--- config.mk ---
export PLATFORM = sky130hd
export DESIGN_NAME = regfile_dump_reader
export DESIGN_NICKNAME = d
export VERILOG_FILES = /design/src/rtl/regfile_dump_reader.sv
export SDC_FILE = /design/constraint.sdc
export NUM_CORES = 1
export LEC_CHECK = 0
export CORE_ASPECT_RATIO = 1.25
export CORE_MARGIN = 2
export CORE_UTILIZATION = 40
export CTS_CLUSTER_SIZE = 25
export DETAILED_ROUTE_END_ITERATION = 8
export GPL_ROUTABILITY_DRIVEN = 0
export PLACE_DENSITY = 0.92
export SETUP_SLACK_MARGIN = 0.1
export SLEW_MARGIN = 20
export SYNTH_ARGS = -nofsm -noshare
export SYNTH_HDL_FRONTEND = slang
export SYNTH_SLANG_ARGS = --single-unit
export TNS_END_PERCENT = 1
--- constraint.sdc ---
create_clock -name CLK -period 1.9 [get_ports CLK]
set_input_delay 0.475 -clock CLK [delete_from_list [all_inputs] [get_ports CLK]]
set_output_delay 0.475 -clock CLK [all_outputs]
set_load 0.01 [all_outputs]
--- src/rtl/regfile_dump_reader.sv ---
// Debug register-bank dumper: walks FIRST_REG..LAST_REG through the debug read port
// (R15 comes from the PC path) and streams tagged words on a valid/ready interface.
module regfile_dump_reader #(
    parameter int unsigned FIRST_REG = 0,
    parameter int unsigned LAST_REG  = 15
) (
    input  logic        CLK,
    input  logic        RESET,
    input  logic        START,
    input  logic        ABORT,
    output logic [3:0]  A_DBG,
    input  logic [31:0] RD_DBG,
    input  logic [31:0] R15,
    output logic [31:0] DBG_DATA,
    output logic [3:0]  DBG_TAG,
    output logic        DBG_VALID,
    input  logic        DBG_READY,
    output logic        BUSY,
    output logic        STALL_REQ,
    output logic        DONE
);

    generate
        if (FIRST_REG > LAST_REG || LAST_REG > 15) begin : g_bad_range
            $error("regfile_dump_reader: register range out of order or above 15");
        end
    endgenerate

    localparam logic [3:0] FIRST_IDX = FIRST_REG[3:0];
    localparam logic [3:0] LAST_IDX  = LAST_REG[3:0];

    typedef enum logic [1:0] {
        S_IDLE,
        S_READ,
        S_HOLD,
        S_FIN
    } state_t;

    state_t     state;
    logic [3:0] idx;

    always_ff @(posedge CLK) begin
        if (RESET) begin
            state     <= S_IDLE;
            idx       <= FIRST_IDX;
            DBG_DATA  <= 32'd0;
            DBG_TAG   <= 4'd0;
            DBG_VALID <= 1'b0;
            DONE      <= 1'b0;
        end else begin
            DONE <= 1'b0;
            // Abort beats everything once a dump is under way, including the DONE pulse.
            if (ABORT && state != S_IDLE) begin
                state     <= S_IDLE;
                idx       <= FIRST_IDX;
                DBG_VALID <= 1'b0;
            end else begin
                case (state)
                    S_IDLE: begin
                        if (START && !ABORT) begin
                            idx   <= FIRST_IDX;
                            state <= S_READ;
                        end
                    end
                    S_READ: begin
                        DBG_DATA  <= (idx == 4'd15) ? R15 : RD_DBG;
                        DBG_TAG   <= idx;
                        DBG_VALID <= 1'b1;
                        state     <= S_HOLD;
                    end
                    S_HOLD: begin
                        if (DBG_READY) begin
                            DBG_VALID <= 1'b0;
                            if (idx == LAST_IDX) begin
                                state <= S_FIN;
                            end else begin
                                idx   <= idx + 4'd1;
                                state <= S_READ;
                            end
                        end
                    end
                    S_FIN: begin
                        DONE  <= 1'b1;
                        idx   <= FIRST_IDX;
                        state <= S_IDLE;
                    end
                    default: begin
                        state <= S_IDLE;
                    end
                endcase
            end
        end
    end

    assign A_DBG     = idx;
    assign BUSY      = (state == S_READ) || (state == S_HOLD);
    assign STALL_REQ = BUSY;

endmodule

==> results by group <==
Timing
  – Worst Hold Margin: 0.457 ns
  – Final hold viol count: 0
  – Fmax: 0.560 GHz
  – Worst Tran Pin Value: 0.392 ns
  – Slew Viols, Final: 0
  – Worst clock skew: 0.00460 ns
  – Final period util: 94.0%
  – Slew HR: 73.8%
  – Setup TNS: 0 ns
  – RSZ-0062 raised after global routing: yes
  – Setup Viol. Count Final: 0
  – Final min period: 1.79 ns

Placed design
  – Dpl cells: 383
  – Port-buffer cells: 112
  – HPWL after DPL: 4330 um

Pwr
  – Logic pwr share: 51.5%
  – Flop pwr share: 32.0%
  – Int Pwr: 2.76 mW
  – Clock share of power: 16.5%
  – Power, Total: 4.21 mW
  – Sw Pwr: 1.45 mW
  – Pleak: 1.47 nW
  – Peak VDD IR: 0.000756 V
  – Sw Ratio: 34.4%
  – Power density cells: 1180 nW/um^2

Final layout
  – NumNets Final: 401
  – Fillcell total: 436
  – Area delta synth->final: 58.9%
  – Antenna cell count: 0
  – Layout cell share with drive strength beyond 1: 18.0%
  – Layout Cells excl Fill: 391

Setup path
  – Cell family with most CP delay: buffers and inverters
  – Buf+Inv Stages, Crit Path: 1
  – CP endpoint kind: primary output
  – Crit path DAT: 1.31 ns
  – Path type of the worst setup path: reg -> out
  – Flop-to-flop setup slack: 0.14 ns
  – Worst-path cell chain: clkdlybuf4s50_1
  – Worst setup path start: A_DBG[3]
  – CP Depth: 1
  – R2r endpoint: A_DBG[1]
  – Cell count of the worst reg-to-reg path: 6
  – Critical path required time: 1.42 ns
  – CP endpoint: A_DBG[3]
  – Setup crit start kind: register
  – Crit Path Max Fanout: 6
  – CP max-delay cell: clkdlybuf4s50_1
  – Max incr delay on CP: 0.58 ns
  – Reg2reg start: state[0]

Die
  – Die Ht: 87.6 um
  – I/O pin cnt: 113
  – Die span in x: 70.9 um
  – Num rows: 30
  – Core region area: 5410 sq um
  – Initial Util: 41.4%
  – Die ar.: 6210 sq um

Route
  – DRC violations left: 0
  – Routed WL: 5630 um
  – DRT antenna net count: 0
  – Routed length per instance: 14.4 um
  – First drt pass iteration count: 4
  – Via count: 1986
  – Vias per inst: 5.08
  – Iter 0 DRT Violations: 69

Logic synthesis
  – Cell Area, Synth: 2240 sq um
  – Synth Flop Type: dfxtp_1
  – Synthesized instance count: 215
  – Top post-synthesis cells by count: 44 x dfxtp_1, 36 x nor2_1, 32 x mux2i_1, 31 x a211oi_2, 11 x nand2_1
  – Synthesized area per cell: 10.4 sq um
  – Xor-xnor portion of the synthesized cell area: 0%
  – EDFF count, synth: 0
  – Post-synthesis compound-gate area fraction: 23.1%
  – Synth top area share: 39.4%
  – Most frequent cell after synthesis: dfxtp_1
  – Synth Area in Adders: 3.36%
  – Flops & latches, synth: 44
  – Synth Warn #: 0
  – Cell variety after synth: 30
  – Mapped Nets: 290
  – Post-synthesis mux area share: 14.8%
  – Post-Synth Simple-Gate Area: 13.1%
  – Seq/Total Area, Yosys: 39.4%
  – Cell taking the most area after synthesis: dfxtp_1
  – Top post-synthesis cells by area: dfxtp_1 39%, a211oi_2 17%, mux2i_1 14%, nor2_1 6.0%, ha_1 3.4%
  – Ys async rst share: 0%
  – Largest family of logic cells by synthesized area: compound AO/OA/AOI/OAI gates

Global route
  – Global-route usage over all layers: 18.0%
  – Antenna violations before repair: 0
  – Largest net degree at the start of global routing: 37
  – Gr ovfl total: 0
  – First-pass GRT wire length: 9030 um
  – Vias in the first global route: 2030

Min path
  – HP Class: reg -> reg

CTS
  – Post-CTS setup buffer count: 0
  – H-tree depth: 2
  – Worst-skew pair later-pin latency: 0.29 ns
  – CTS Buffer Depth: 2
  – CTS Buf Count: 5
  – CTS tree: done
  – Clk sinks: 44
  – Post-CTS Hold Buffers: 0
  – Root buf cell: clkbuf_8
  – CTS clock-pin slew for the worst setup and hold paths: 0.08 ns

Outcome
  – Outcome: completed

Run
  – Maxcap violations: 0
## sequential cells by signal, indices dropped and copies added (netlist names)
register / cells
DBG_DATA: 32
A_DBG: 4
DBG_TAG: 4
state: 2
DBG_VALID: 1
DONE: 1
## cell families (layout without fill, tap and decap cells)
family | after synthesis | in the layout
muxes | 33 | 33
adders and majority gates | 6 | 6
and+or+nand+nor | 62 | 62
AOI/OAI and AO/OA | 49 | 49
buffers and inverters | 21 | 133
DFF | 44 | 44
## cell type report
class | count | area, sq um | area share [%]
flip-flops and latches | 44 | 887 | 25.0
inverters | 3 | 11.3 | 0.317
repair buffers | 122 | 1250 | 35.2
well taps | 64 | 80.1 | 2.25
clock buffers | 6 | 72.6 | 2.04
clock inverters | 2 | 35.0 | 0.986
multi-input cells | 150 | 1220 | 34.2
## metrics by stage
stage	utilization [%]	setup WS, ns	cell area (sq um)
4_1_cts	65.7	0.0827	3550
3_3_place_gp	63.7	-0.0535	3440
6_report	65.8	0.114	3550
5_1_grt	65.8	0.0435	3550
2_1_floorplan	-	0.266	2240
3_5_place_dp	63.7	-0.0803	3440
## layer usage
layer | share of wire, % | track usage [%] | routed length, um
met3 | 7.4 | 4.72 | 418
met4 | 1.6 | 6.17 | 89
met1 | 37 | 18.2 | 2090
met5 | 0 | 0 | 0
met2 | 54 | 35.5 | 3030
## worst min path at each step
stage / startpoint / endpoint / slack, ns / cells past startpoint
after floorplan: DBG_TAG[0] / DBG_TAG[0] / 0.48 / 2
after global placement: DBG_TAG[0] / DBG_TAG[0] / 0.44 / 2
after detailed placement: DBG_TAG[0] / DBG_TAG[0] / 0.45 / 2
after CTS: DBG_TAG[0] / DBG_TAG[0] / 0.46 / 2
after global routing: DBG_TAG[1] / DBG_TAG[1] / 0.49 / 2
final: DBG_TAG[0] / DBG_TAG[0] / 0.46 / 2
## placed cells by master, fill, tap and decap left out, drive strengths merged
| cell type | instances |
|---|---|
| clkdlybuf4s50 | 109 |
| dfxtp | 44 |
| nor2 | 36 |
| a211oi | 34 |
| mux2i | 32 |
| nand2 | 11 |
| buf | 11 |
| a21oi | 9 |
| ha | 6 |
| clkbuf | 6 |
| nand3 | 4 |
| inv | 3 |
| nand2b | 3 |
| o21ai | 3 |
| dlygate4sd2 | 2 |
| nor2b | 2 |
| and2 | 2 |
| and4 | 1 |
| a2111o | 1 |
| a2111oi | 1 |
| nand3b | 1 |
| mux2 | 1 |
| a21o | 1 |
| or3 | 1 |
| nand4b | 1 |
| bufinv | 1 |
| clkinv | 1 |
## power by group through the flow
stage / Sequential [mW] / Combinational (mW) / Clock (mW)
floorplan: 1.49 / 1.17 / 0
finish: 1.35 / 2.17 / 0.693
global route: 1.38 / 2.36 / 0.757
CTS: 1.35 / 2.19 / 0.718
detailed placement: 1.37 / 2.20 / 0
global placement: 1.35 / 2.13 / 0
## repair_timing
item | 4_1_cts | 5_1_grt
hold endpoints to repair | 0 | 0
endpoints found under the setup margin | 5 | 9
resized for setup | 6 | 2
Power figures use the tool's default switching activity.
